File: src/rtl/mem_access_ctrl_if.sv
// Request/response bundle between a load/store unit and the memory it drives.
// The slave modport is the controller's view; master is the requester/memory model.
interface mem_access_ctrl_if #(
    parameter int DATA_W = 32,
    parameter int ADDR_W = 32
);
    logic              start;
    logic              rw;
    logic [1:0]        size;
    logic              sign_ext;
    logic [ADDR_W-1:0] addr;
    logic [DATA_W-1:0] wdata;
    logic              busy;
    logic              done;
    logic              err;
    logic [DATA_W-1:0] rdata;
    logic              mem_en;
    logic              mem_rw;
    logic [1:0]        mem_size;
    logic [ADDR_W-1:0] mem_addr;
    logic [DATA_W-1:0] mem_wdata;
    logic              mem_mfc;
    logic [DATA_W-1:0] mem_rdata;

    modport slave (
        input  start, rw, size, sign_ext, addr, wdata, mem_mfc, mem_rdata,
        output busy, done, err, rdata, mem_en, mem_rw, mem_size, mem_addr, mem_wdata
    );

    modport master (
        output start, rw, size, sign_ext, addr, wdata, mem_mfc, mem_rdata,
        input  busy, done, err, rdata, mem_en, mem_rw, mem_size, mem_addr, mem_wdata
    );
endinterface

File: src/rtl/mem_access_ctrl.sv
// Single-request memory access controller: alignment check, MFC handshake with
// timeout, and sign/zero extension of load data.
module mem_access_ctrl #(
    parameter int DATA_W   = 32,
    parameter int ADDR_W   = 32,
    parameter int MAX_WAIT = 15
) (
    input logic              Clk,
    input logic              Clr,
    mem_access_ctrl_if.slave bus
);
    typedef enum logic [1:0] {
        IDLE   = 2'd0,
        CHECK  = 2'd1,
        WAIT   = 2'd2,
        FINISH = 2'd3
    } state_e;

    state_e            state_q, state_d;
    logic              rw_q, sx_q, err_q;
    logic [1:0]        size_q;
    logic [ADDR_W-1:0] addr_q;
    logic [DATA_W-1:0] wdata_q, rdata_q;
    logic [7:0]        cnt_q;

    logic accept, chk_err, mfc_hit, timeout;
    logic busy, done, err, mem_en;

    function automatic logic [DATA_W-1:0] extend(input logic [DATA_W-1:0] d,
                                                 input logic [1:0] sz, input logic sx);
        logic [DATA_W-1:0] r;
        case (sz)
            2'b00:   r = {{(DATA_W-8){sx & d[7]}}, d[7:0]};
            2'b01:   r = {{(DATA_W-16){sx & d[15]}}, d[15:0]};
            default: r = d;
        endcase
        return r;
    endfunction

    assign accept  = (state_q == IDLE) && bus.start;
    assign chk_err = (size_q == 2'b11)
                  || (size_q == 2'b01 && addr_q[0])
                  || (size_q == 2'b10 && addr_q[1:0] != 2'b00);
    assign mfc_hit = (state_q == WAIT) && bus.mem_mfc;
    // A response arriving on the last allowed cycle beats the timeout.
    assign timeout = (state_q == WAIT) && !bus.mem_mfc && (cnt_q == 8'(MAX_WAIT - 1));

    always_ff @(posedge Clk or negedge Clr) begin
        if (!Clr) state_q <= IDLE;
        else      state_q <= state_d;
    end

    always_comb begin
        // NOTE: default first so every path assigns state_d and no latch is inferred.
        state_d = state_q;
        case (state_q)
            IDLE:    if (bus.start) state_d = CHECK;
            CHECK:   state_d = chk_err ? FINISH : WAIT;
            WAIT:    if (bus.mem_mfc || timeout) state_d = FINISH;
            FINISH:  state_d = IDLE;
            default: state_d = IDLE;
        endcase
    end

    always_comb begin
        busy   = 1'b1;
        done   = 1'b0;
        err    = 1'b0;
        mem_en = 1'b0;
        case (state_q)
            IDLE:    busy = 1'b0;
            WAIT:    mem_en = 1'b1;
            FINISH: begin
                done = 1'b1;
                err  = err_q;
            end
            default: ;
        endcase
    end

    // NOTE: non-blocking assignments keep every register updating from pre-edge values.
    always_ff @(posedge Clk or negedge Clr) begin
        if (!Clr) begin
            rw_q    <= 1'b0;
            sx_q    <= 1'b0;
            err_q   <= 1'b0;
            size_q  <= 2'b00;
            addr_q  <= '0;
            wdata_q <= '0;
            rdata_q <= '0;
            cnt_q   <= '0;
        end else begin
            if (accept) begin
                rw_q    <= bus.rw;
                sx_q    <= bus.sign_ext;
                size_q  <= bus.size;
                addr_q  <= bus.addr;
                wdata_q <= bus.wdata;
            end
            if (state_q == CHECK) begin
                cnt_q <= '0;
                err_q <= chk_err;
            end else if (state_q == WAIT) begin
                if (!bus.mem_mfc) cnt_q <= cnt_q + 8'd1;
                err_q <= timeout;
            end
            if (mfc_hit && rw_q) rdata_q <= extend(bus.mem_rdata, size_q, sx_q);
        end
    end

    assign bus.busy      = busy;
    assign bus.done      = done;
    assign bus.err       = err;
    assign bus.mem_en    = mem_en;
    assign bus.rdata     = rdata_q;
    assign bus.mem_rw    = rw_q;
    assign bus.mem_size  = size_q;
    assign bus.mem_addr  = addr_q;
    assign bus.mem_wdata = wdata_q;
endmodule

File: src/flat_wrapper.sv
// flat-port wrapper written by rule: the top's interface ports become plain ports
module mem_access_ctrl_flat 
#(
    parameter int DATA_W   = 32,
    parameter int ADDR_W   = 32,
    parameter int MAX_WAIT = 15
)
  (Clk, Clr, bus_start, bus_rw, bus_size, bus_sign_ext, bus_addr, bus_wdata, bus_mem_mfc, bus_mem_rdata, bus_busy, bus_done, bus_err, bus_rdata, bus_mem_en, bus_mem_rw, bus_mem_size, bus_mem_addr, bus_mem_wdata);
  mem_access_ctrl_if #(.DATA_W(DATA_W), .ADDR_W(ADDR_W)) bus_i ();
  input logic Clk;
  input logic Clr;
  input wire logic [$bits(bus_i.start)-1:0] bus_start;
  input wire logic [$bits(bus_i.rw)-1:0] bus_rw;
  input wire logic [$bits(bus_i.size)-1:0] bus_size;
  input wire logic [$bits(bus_i.sign_ext)-1:0] bus_sign_ext;
  input wire logic [$bits(bus_i.addr)-1:0] bus_addr;
  input wire logic [$bits(bus_i.wdata)-1:0] bus_wdata;
  input wire logic [$bits(bus_i.mem_mfc)-1:0] bus_mem_mfc;
  input wire logic [$bits(bus_i.mem_rdata)-1:0] bus_mem_rdata;
  output wire logic [$bits(bus_i.busy)-1:0] bus_busy;
  output wire logic [$bits(bus_i.done)-1:0] bus_done;
  output wire logic [$bits(bus_i.err)-1:0] bus_err;
  output wire logic [$bits(bus_i.rdata)-1:0] bus_rdata;
  output wire logic [$bits(bus_i.mem_en)-1:0] bus_mem_en;
  output wire logic [$bits(bus_i.mem_rw)-1:0] bus_mem_rw;
  output wire logic [$bits(bus_i.mem_size)-1:0] bus_mem_size;
  output wire logic [$bits(bus_i.mem_addr)-1:0] bus_mem_addr;
  output wire logic [$bits(bus_i.mem_wdata)-1:0] bus_mem_wdata;
  assign bus_i.start = bus_start;
  assign bus_i.rw = bus_rw;
  assign bus_i.size = bus_size;
  assign bus_i.sign_ext = bus_sign_ext;
  assign bus_i.addr = bus_addr;
  assign bus_i.wdata = bus_wdata;
  assign bus_i.mem_mfc = bus_mem_mfc;
  assign bus_i.mem_rdata = bus_mem_rdata;
  assign bus_busy = bus_i.busy;
  assign bus_done = bus_i.done;
  assign bus_err = bus_i.err;
  assign bus_rdata = bus_i.rdata;
  assign bus_mem_en = bus_i.mem_en;
  assign bus_mem_rw = bus_i.mem_rw;
  assign bus_mem_size = bus_i.mem_size;
  assign bus_mem_addr = bus_i.mem_addr;
  assign bus_mem_wdata = bus_i.mem_wdata;
  mem_access_ctrl #(.DATA_W(DATA_W), .ADDR_W(ADDR_W), .MAX_WAIT(MAX_WAIT)) u_core (.Clk(Clk), .Clr(Clr), .bus(bus_i));
endmodule
File: config.mk
export PLATFORM = sky130hd
export DESIGN_NAME = mem_access_ctrl_flat
export DESIGN_NICKNAME = d
export VERILOG_FILES = /design/src/rtl/mem_access_ctrl_if.sv /design/src/rtl/mem_access_ctrl.sv /design/src/flat_wrapper.sv
export SDC_FILE = /design/constraint.sdc
export NUM_CORES = 1
export LEC_CHECK = 0
export BUFFER_PORTS_ARGS = -buffer_cell sky130_fd_sc_hd__buf_2
export CAP_MARGIN = 20
export CORE_MARGIN = 3
export CORE_UTILIZATION = 28
export CTS_CLUSTER_DIAMETER = 150
export DETAILED_ROUTE_END_ITERATION = 16
export PLACE_DENSITY_LB_ADDON = 0.15
export SLEW_MARGIN = 20
export SYNTH_ARGS = -nofsm -noshare
export SYNTH_HDL_FRONTEND = slang
export SYNTH_SLANG_ARGS = --single-unit
File: constraint.sdc
create_clock -name Clk -period 2.1 [get_ports Clk]
set_clock_uncertainty 0.1 [all_clocks]
set_input_delay 0.42 -clock Clk [delete_from_list [all_inputs] [get_ports Clk]]
set_output_delay 0.42 -clock Clk [all_outputs]
set_load 0.01 [all_outputs]
==> results of run 1 <==
## cell type report
class | count | area [µm²] | share of cell area [%]
tap | 216 | 270 | 4.31
clock inverter | 7 | 78.8 | 1.26
inverter | 7 | 26.3 | 0.419
antenna | 1 | 2.50 | 0.0400
timing repair buffer | 221 | 1190 | 18.9
clock buffer | 9 | 225 | 3.60
sequential | 111 | 2780 | 44.3
multi-input combinational | 236 | 1700 | 27.1
## per-stage QoR
stage / instance area, µm² / worst slack, ns / cells / util [%] / hold WS [ns]
6_report: 6260 / 0.251 / 808 / 39.3 / 0.162
2_1_floorplan: 4590 / 0.333 / 373 / - / 0.0244
5_1_grt: 6260 / 0.104 / 808 / 39.3 / 0.164
3_5_place_dp: 5950 / 0.214 / 790 / 37.3 / 0.350
4_1_cts: 6260 / 0.219 / 807 / 39.3 / 0.148
3_3_place_gp: 5950 / 0.280 / 790 / 37.3 / 0.350
## worst register-to-register path: stages, from the launching register on
cell	delay [ns]
dfrtp_1	0.41
inv_1	0.11
ha_1	0.21
nand2_2	0.25
buf_12	0.26
mux2_2	0.39
## cell families after synthesis
group                    count (synthesis)  synth area share, %
XOR/XNOR                                 2                0.382
AO/OA/AOI/OAI                           51                 7.01
AND/OR/NAND/NOR                        103                 9.77
flip-flops                             111                 60.6
adder cells (fa/ha/maj)                  7                 1.91
multiplexers                            73                 17.9
buffers and inverters                   26                 2.51
## power groups by stage
stage               clock network [W]  registers (W)  logic, W
floorplan                           0        0.00424   0.00187
global placement                    0        0.00381   0.00400
detailed placement                  0        0.00383   0.00408
CTS                           0.00183        0.00380   0.00409
global route                  0.00192        0.00393   0.00440
finish                        0.00175        0.00378   0.00398
## what timing repair did
action / CTS / global route
setup endpoints to repair: 0 / 0
hold buffers: 1 / 0
hold endpoints to repair: 37 / 0
## Yosys cell counts (all sizes together) (2+ instances only)
master | count | area share, %
o21a | 8 | 1.3
nor2 | 19 | 1.6
clkbuf | 7 | 0.57
nand2 | 63 | 5.2
o2bb2ai | 3 | 0.57
o21ai | 9 | 0.98
buf | 12 | 1.4
nand3 | 4 | 0.44
a31oi | 2 | 0.60
a21oi | 24 | 2.7
mux2 | 71 | 17
inv | 7 | 0.57
mux2i | 2 | 0.44
dfrtp | 111 | 61
nor3 | 5 | 0.55
nand2b | 3 | 0.41
and3 | 2 | 0.30
ha | 7 | 1.9
## layer usage
| layer | vias up | wire (µm) | global-route usage (%) |
|---|---|---|---|
| met3 | 14 | 627 | 3.30 |
| met2 | 97 | 6130 | 23.0 |
| li1 | 1693 | - | - |
| met5 | - | 0 | 0 |
| met1 | 1669 | 4660 | 15.0 |
| met4 | 0 | 267 | 5.71 |
## state kept, by name (all words and copies together) (netlist names)
signal and flops:
u_core.bus.mem_addr 32, u_core.bus.mem_wdata 32, u_core.bus.rdata 32, u_core.cnt_q 8
u_core.bus.mem_size 2, u_core.state_q 2, u_core.bus.mem_rw 1, u_core.err_q 1
u_core.sx_q 1
## final timing paths
check	end	from	cells past startpoint	slack, ns
min in group asynchronous	u_core.bus.mem_wdata[19]	Clr	2	0.50
hold / removal	u_core.bus.rdata[3]	bus_mem_rdata[3]	3	0.16
setup / recovery	u_core.bus.mem_addr[15]	u_core.state_q[1]	5	0.25
max in group asynchronous	u_core.bus.mem_wdata[31]	Clr	3	0.73
hold reg to reg	u_core.bus.rdata[13]	u_core.bus.rdata[13]	2	0.37
setup reg to reg	u_core.bus.mem_addr[15]	u_core.state_q[1]	5	0.25
==> out/metrics.yaml, run 1 <==
sta:
  hold_viol: 0
  setup_violations: 0
  fin_crit_ns: 1.85
  final_max_slew_viol_count: 0
  fin_crit_sh_pct: 88.0
  rsz0062_at_grt: "false"
  slew_headroom_pct: 62.2
  worst_pin_slew_ns: 0.567
  setup_tns_ns: 0
  fmax_ghz: 0.541
setup_path:
  required_ns: 2.23
  cp.arrival_ns: 1.98
  crit_family: "flip-flops"
  cp_slowest_cell: "dfrtp_1"
  critPathBufInv: 2
  path_cells: "inv_1, ha_1, nand2_2, buf_12, mux2_2"
  cpPeakStageDelay_ns: 0.41
  crit_fanout: 37
  crit_type: "reg2reg"
  critical_path.endpoint_type: "flip-flop"
  start_kind: "flip-flop"
floorplanning:
  die_x_um: 134
  initial_utilization_pct: 28.8
  dieArea_um2: 18000
  num_rows: 46
  fp.dieH_um: 134
  num_io_pins: 207
  coreArea_um2: 15900
detailed_routing:
  drt-total-wl_um: 11700
  drtIter0Drc: 119
  drc_errors: 0
  dr.pass1.iters: 4
  ant_nets: 0
  avgViaCountPerCell: 4.30
  via_count: 3473
  wl_per_cell_um: 14.5
pwr:
  leakagePower_nw: 3.15
  p_clk_share_pct: 18.4
  p_int_w: 0.00608
  ir_worst_vdd_v: 0.000566
  combPwrFrac_pct: 41.8
  seqPwrFrac_pct: 39.7
  switching_share_pct: 36.2
  p_sw_w: 0.00344
  power.density_nw_per_um2: 1520
  power_w: 0.00952
clocking:
  cts-root-buf: "clkbuf_16"
  clkSinkCount: 111
  cts_buffer_depth: 2
  post_cts_buffers: 0
  clock_latency_ns: 0.35
  path_clk_slew_ns: 0.08
  htreeDepth: 3
  ctsResizeCount: 0
  cts_tree: "built"
  cts_buffers: 9
synth:
  yosysSeqAreaShare_pct: 60.6
  synthCells: 373
  synth-edff-count: 0
  async_reset_ff_share_pct: 100
  syn_area_um2: 4590
  ys_seq_elements: 111
  syn_area_per_cell_um2: 12.3
  ys_warn_count: 0
  synth_cell_type_count: 37
  syn_nets: 484
  synth-main-ff-cell: "dfrtp_1"
finish:
  layout.cells.most_common: "buf_2"
  num-fill-cells: 1606
  nets: 697
  area_growth_pct: 36.6
  layout-drive-gt1-share_pct: 52.8
  layout_common_cells: "205 x buf_2, 111 x dfrtp_1, 70 x mux2_2"
global_routing:
  track_usage_pct: 13.0
  grt_pass1_wl_um: 18600
  grt_max_degree: 41
  grt_overflow: 0
  grt_pass1_vias: 3661
  antenna_found_initial: 1
run_status:
  outcome: "complete, no violations"
hold_path:
  hp-class: "in2reg"
placed_design:
  place.gp.congestion: 0.723
  dp_hpwl_um: 8850
  port_buffers: 206
run:
  maxCapViolations: 0
(Power assumes the default switching activity.)
==> inputs of run 2 (changes only) <==
ABC_AREA = 1   (was not set)
==> run 2 against run 1 <==
Compared with the run above: non-clock buffer count is 7 lower; die area grew 0.99%; maximum frequency increased by 1.0%; synthesized cell count is 5.9% higher; power fell by 3.0%; global-route usage decreased by 0.99 points; combinational power shrank 3%; synthesized area grew 1.0%; critical endpoint is now bus_busy; register-to-register slack better by 0.08 ns; highest routed layer unchanged.
==> out/metrics.yaml, run 2 <==
sta:
  fin_crit_ns: 1.83
  fmax_ghz: 0.547
  timing.final.ws_setup_ns: 0.270
  worst_pin_slew_ns: 0.489
  final_max_slew_viol_count: 0
  slew_headroom_pct: 67.4
  timing.hold.ws_ns: 0.178
  setup_violations: 0
  setup_tns_ns: 0
  rsz0062_at_grt: "false"
  hold_viol: 0
  fin_crit_sh_pct: 87.1
finish:
  nets: 716
  num-fill-cells: 1584
  layout.cells.most_common: "buf_2"
  diodes: 0
  area_growth_pct: 35.0
  layout-drive-gt1-share_pct: 49.5
  layout_common_cells: "205 x buf_2, 111 x dfrtp_1, 64 x mux2_2"
  fin_util_pct: 39.0
  finalNonFillerCells: 826
synth:
  synth_top_cell_area_share_pct: 59.9
  ys_warn_count: 0
  syn_nets: 506
  syn_area_um2: 4630
  synth.most_common_cell: "dfrtp_1"
  ys_top_cells_by_area: "dfrtp_1 60%, mux2_2 16%, nand2_1 5.1%"
  async_reset_ff_share_pct: 100
  yosysSeqAreaShare_pct: 59.9
  synthCells: 395
  yosysTopAreaCell: "dfrtp_1"
  synth_cell_type_count: 28
  ys_seq_elements: 111
  syn_area_per_cell_um2: 11.7
  synth-main-ff-cell: "dfrtp_1"
  synth-edff-count: 0
  synth_commonest_cells: "111 x dfrtp_1, 64 x mux2_2, 63 x nand2_1"
global_routing:
  grt_max_degree: 44
  track_usage_pct: 12.0
  grt_use_met3_pct: 5.03
  grt_overflow: 0
  busiest_layer: "met2"
  grt_pass1_wl_um: 17800
  grt.met2_usage_pct: 19.4
  antenna_found_initial: 0
  grt_pass1_vias: 3646
  met1_usage_pct: 15.5
clocking:
  cts_tree: "built"
  post_cts_buffers: 0
  htreeDepth: 3
  cts-root-buf: "clkbuf_16"
  cts_buffer_depth: 2
  clkSinkCount: 111
  clock_latency_ns: 0.34
  path_clk_slew_ns: 0.07
  cts_buffers: 9
detailed_routing:
  wl_per_cell_um: 13.2
  drt-total-wl_um: 10900
  drtIter0Drc: 104
  via_count: 3556
  ant_nets: 0
  avgViaCountPerCell: 4.31
  dr.pass1.iters: 4
  drc_errors: 0
placed_design:
  place.gp.congestion: 0.787
  pre_cts_ws_ns: 0.338
  dp_hpwl_um: 8290
  port_buffers: 206
  dp_cells: 809
run:
  maxCapViolations: 0
setup_path:
  cpPeakStageDelay_ns: 0.42
  rr_worst_depth: 7
  crit_type: "reg2out"
  required_ns: 1.58
  critical_path.endpoint_type: "output pin"
  rr_endpoint: "u_core.cnt_q[5]"
  cpMostUsedCell: "inv_1"
  cp.arrival_ns: 1.31
  timing.rr.start: "u_core.state_q[1]"
  ff2ff_setup_slack_ns: 0.33
  cp_slowest_cell: "dfrtp_1"
  start_kind: "flip-flop"
  path_cells: "inv_1, ha_1, inv_1, buf_2"
  crit_fanout: 5
floorplanning:
  die_x_um: 135
  num_rows: 46
  fp.dieH_um: 135
  dieArea_um2: 18100
  initial_utilization_pct: 28.9
  num_io_pins: 207
  coreArea_um2: 16100
hold_path:
  min_from: "bus_mem_rdata[1]"
  whs_path_depth: 3
  hp-class: "in2reg"
  whs_endpoint: "u_core.bus.rdata[1]"
pwr:
  power.density_nw_per_um2: 1480
  ir_worst_vdd_v: 0.000608
  leakagePower_nw: 3.20
run_status:
  outcome: "complete, no violations"
run 2: worst max path at each step:
stage,endpoint,slack [ns],start,cells after the start
after CTS,bus_busy,0.23,u_core.state_q[0],4
after floorplan,u_core.bus.mem_addr[10],0.47,u_core.state_q[0],5
after global placement,u_core.cnt_q[5],0.41,u_core.state_q[1],7
after detailed placement,u_core.cnt_q[5],0.34,u_core.state_q[1],7
final,bus_busy,0.27,u_core.state_q[0],4
after global routing,u_core.cnt_q[5],0.12,u_core.state_q[1],7
run 2: timing repair:
action,CTS,global route
hold endpoints to repair,33,0
hold buffers,1,0
gates resized for setup,0,0
run 2: per-stage QoR:
step           instance area (µm²)  power, W
2_1_floorplan                 4630   0.00609
3_3_place_gp                  5960   0.00765
3_5_place_dp                  5960   0.00773
4_1_cts                       6260   0.00940
5_1_grt                       6260   0.00997
6_report                      6260   0.00923
run 2: area by class of cell:
cell class	instances	area [µm²]	share of cell area [%]
Tap cell	216	270	4.32
Inverter	39	146	2.34
Multi-Input combinational cell	230	1630	26.1
Timing Repair Buffer	214	1150	18.3
Clock inverter	4	28.8	0.460
Clock buffer	12	256	4.10
Sequential cell	111	2780	44.4
run 2: kinds of logic (layout without fill, tap and decap cells):
group	count (synthesis)	count (layout)	share of synthesized area [%]
AND/OR/NAND/NOR	102	102	9.42
multiplexers	64	64	15.6
buffers and inverters	54	269	5.02
AO/OA/AOI/OAI	57	57	8.18
adder cells (fa/ha/maj)	7	7	1.89
flip-flops	111	111	59.9
run 2: worst max-delay path, delay by kind of cell (launching register included):
| family | cells | cell delay (ns) |
|---|---|---|
| buf+inv | 3 | 0.32 |
| flops | 1 | 0.42 |
| fa+ha+maj | 1 | 0.23 |
run 2: per-layer routing:
layer	routed length (µm)	vias up	share of wire (%)
met2	5070	143	47
li1	-	1734	-
met4	72	0	0.66
met1	4760	1674	44
met5	0	-	0
met3	992	5	9.1
run 2: report_power, final:
part	switching, W	internal [W]	leakage, nW
clock	0.000744	0.000873	0.135
combinational	0.00199	0.00187	1.75
sequential	0.000560	0.00319	1.32
==> inputs of run 3 (changes only) <==
clock period = 2.19 ns   (was 2.1 ns; I/O delays follow)
==> run 3 against run 2 <==
Compared with the run above: worst hold slack improved by 0.021 ns; non-clock buffer count up 1; global-route usage grew 0.29 points; count of clock-buffer cells in the layout fell by 1; sequential share of layout area grew 0.16 points; setup slack better by 0.069 ns; routed wire length grew 2.8%; critical path depth did not move; via count grew 0.11%; combinational power fell by 4%; sequential cell count is the same.
==> out/metrics.yaml, run 3 (synthesized netlist as in run 2, its figures left out) <==
sta:
  slew_headroom_pct: 67.9
  fmax_ghz: 0.540
  fin_crit_ns: 1.85
  timing.final.ws_setup_ns: 0.340
  hold_viol: 0
  fin_crit_sh_pct: 84.5
  worst_pin_slew_ns: 0.481
  rsz0062_at_grt: "false"
  setup_tns_ns: 0
  setup_violations: 0
  final_max_slew_viol_count: 0
run:
  maxCapViolations: 0
clocking:
  cts_tree: "built"
  clock_latency_ns: 0.34
  clkSinkCount: 111
  cts-root-buf: "clkbuf_16"
  htreeDepth: 3
  path_clk_slew_ns: 0.07
  cts_buffers: 9
  cts_buffer_depth: 2
  post_cts_buffers: 0
pwr:
  p_sw_w: 0.00315
  leakagePower_nw: 3.19
  power.density_nw_per_um2: 1420
  p_clk_share_pct: 17.9
  ir_worst_vdd_v: 0.000451
  switching_share_pct: 35.5
  combPwrFrac_pct: 41.6
  p_int_w: 0.00573
  seqPwrFrac_pct: 40.5
  power_w: 0.00888
detailed_routing:
  ant_nets: 0
  wl_per_cell_um: 13.6
  drt-total-wl_um: 11200
  avgViaCountPerCell: 4.31
  via_count: 3560
  dr.pass1.iters: 4
  drc_errors: 0
  drtIter0Drc: 112
placed_design:
  place.gp.congestion: 0.752
  dp_hpwl_um: 8370
  pre_cts_ws_ns: 0.359
  port_buffers: 206
finish:
  layout.cells.most_common: "buf_2"
  area_growth_pct: 34.5
  nets: 717
  layout-drive-gt1-share_pct: 49.3
  num-fill-cells: 1614
  fin_util_pct: 38.8
  diodes: 0
  layout_common_cells: "205 x buf_2, 111 x dfrtp_1, 64 x mux2_2"
setup_path:
  crit_type: "reg2out"
  cp.arrival_ns: 1.31
  start_kind: "flip-flop"
  required_ns: 1.65
  crit_fanout: 5
  critical_path.endpoint_type: "output pin"
floorplanning:
  coreArea_um2: 16100
  num_rows: 46
  fp.dieH_um: 135
  num_io_pins: 207
  die_x_um: 135
  initial_utilization_pct: 28.9
  dieArea_um2: 18100
global_routing:
  track_usage_pct: 12.3
  grt_pass1_wl_um: 18200
  antenna_found_initial: 0
  grt_pass1_vias: 3737
  grt_overflow: 0
  grt_max_degree: 62
run_status:
  outcome: "complete, no violations"
hold_path:
  hp-class: "in2reg"
==> run 3: metrics by stage <==
| step | instances | cell area, µm² | hold WS (ns) |
|---|---|---|---|
| 6_report | 826 | 6230 | 0.199 |
| 5_1_grt | 826 | 6230 | 0.186 |
| 4_1_cts | 826 | 6230 | 0.181 |
| 3_5_place_dp | 810 | 5940 | 0.217 |
| 3_3_place_gp | 810 | 5940 | 0.214 |
| 2_1_floorplan | 395 | 4630 | 0.0424 |
==> run 3: worst paths after layout <==
path | startpoint | endpoint | slack [ns] | cells after the start
worst min register to register | u_core.bus.rdata[6] | u_core.bus.rdata[6] | 0.37 | 2
min in group asynchronous | Clr | u_core.bus.rdata[19] | 0.39 | 2
worst max register to register | u_core.state_q[0] | u_core.bus.mem_addr[24] | 0.39 | 5
worst max-delay path | u_core.state_q[0] | bus_busy | 0.34 | 4
worst min-delay path | bus_mem_rdata[5] | u_core.bus.rdata[5] | 0.20 | 3
max in group asynchronous | Clr | u_core.bus.mem_wdata[1] | 0.85 | 3
==> run 3: area by class of cell <==
cell class	instances	area, µm²	area share [%]
multi-input cells	230	1630	26.2
inverters	39	146	2.35
flip-flops and latches	111	2780	44.6
clock inverters	4	47.5	0.763
well taps	216	270	4.33
repair buffers	215	1130	18.1
clock buffers	11	233	3.73
==> run 3: metal layers <==
| metal | part of all wire, % | track usage, % |
|---|---|---|
| met1 | 44 | 15.8 |
| met2 | 47 | 20.3 |
| met3 | 7.3 | 3.17 |
| met4 | 1.4 | 4.41 |
| met5 | 0 | 0 |
==> run 3: critical path: stages, from the launching register on <==
cell and delay [ns]:
dfrtp_1 0.43, inv_1 0.12, ha_1 0.22, inv_1 0.06, buf_2 0.14
==> run 3: what timing repair did <==
action	4_1_cts	5_1_grt
hold buffers	1	0
resized for setup	0	0
hold endpoints to repair	13	0
==> run 3: power groups by stage <==
| stage | registers, W | clock network [W] | logic [W] |
|---|---|---|---|
| after floorplan | 0.00405 | 0 | 0.00179 |
| after global placement | 0.00361 | 0 | 0.00371 |
| after detailed placement | 0.00364 | 0 | 0.00377 |
| after CTS | 0.00361 | 0.00168 | 0.00378 |
| after global routing | 0.00374 | 0.00175 | 0.00409 |
| final | 0.00360 | 0.00159 | 0.00369 |
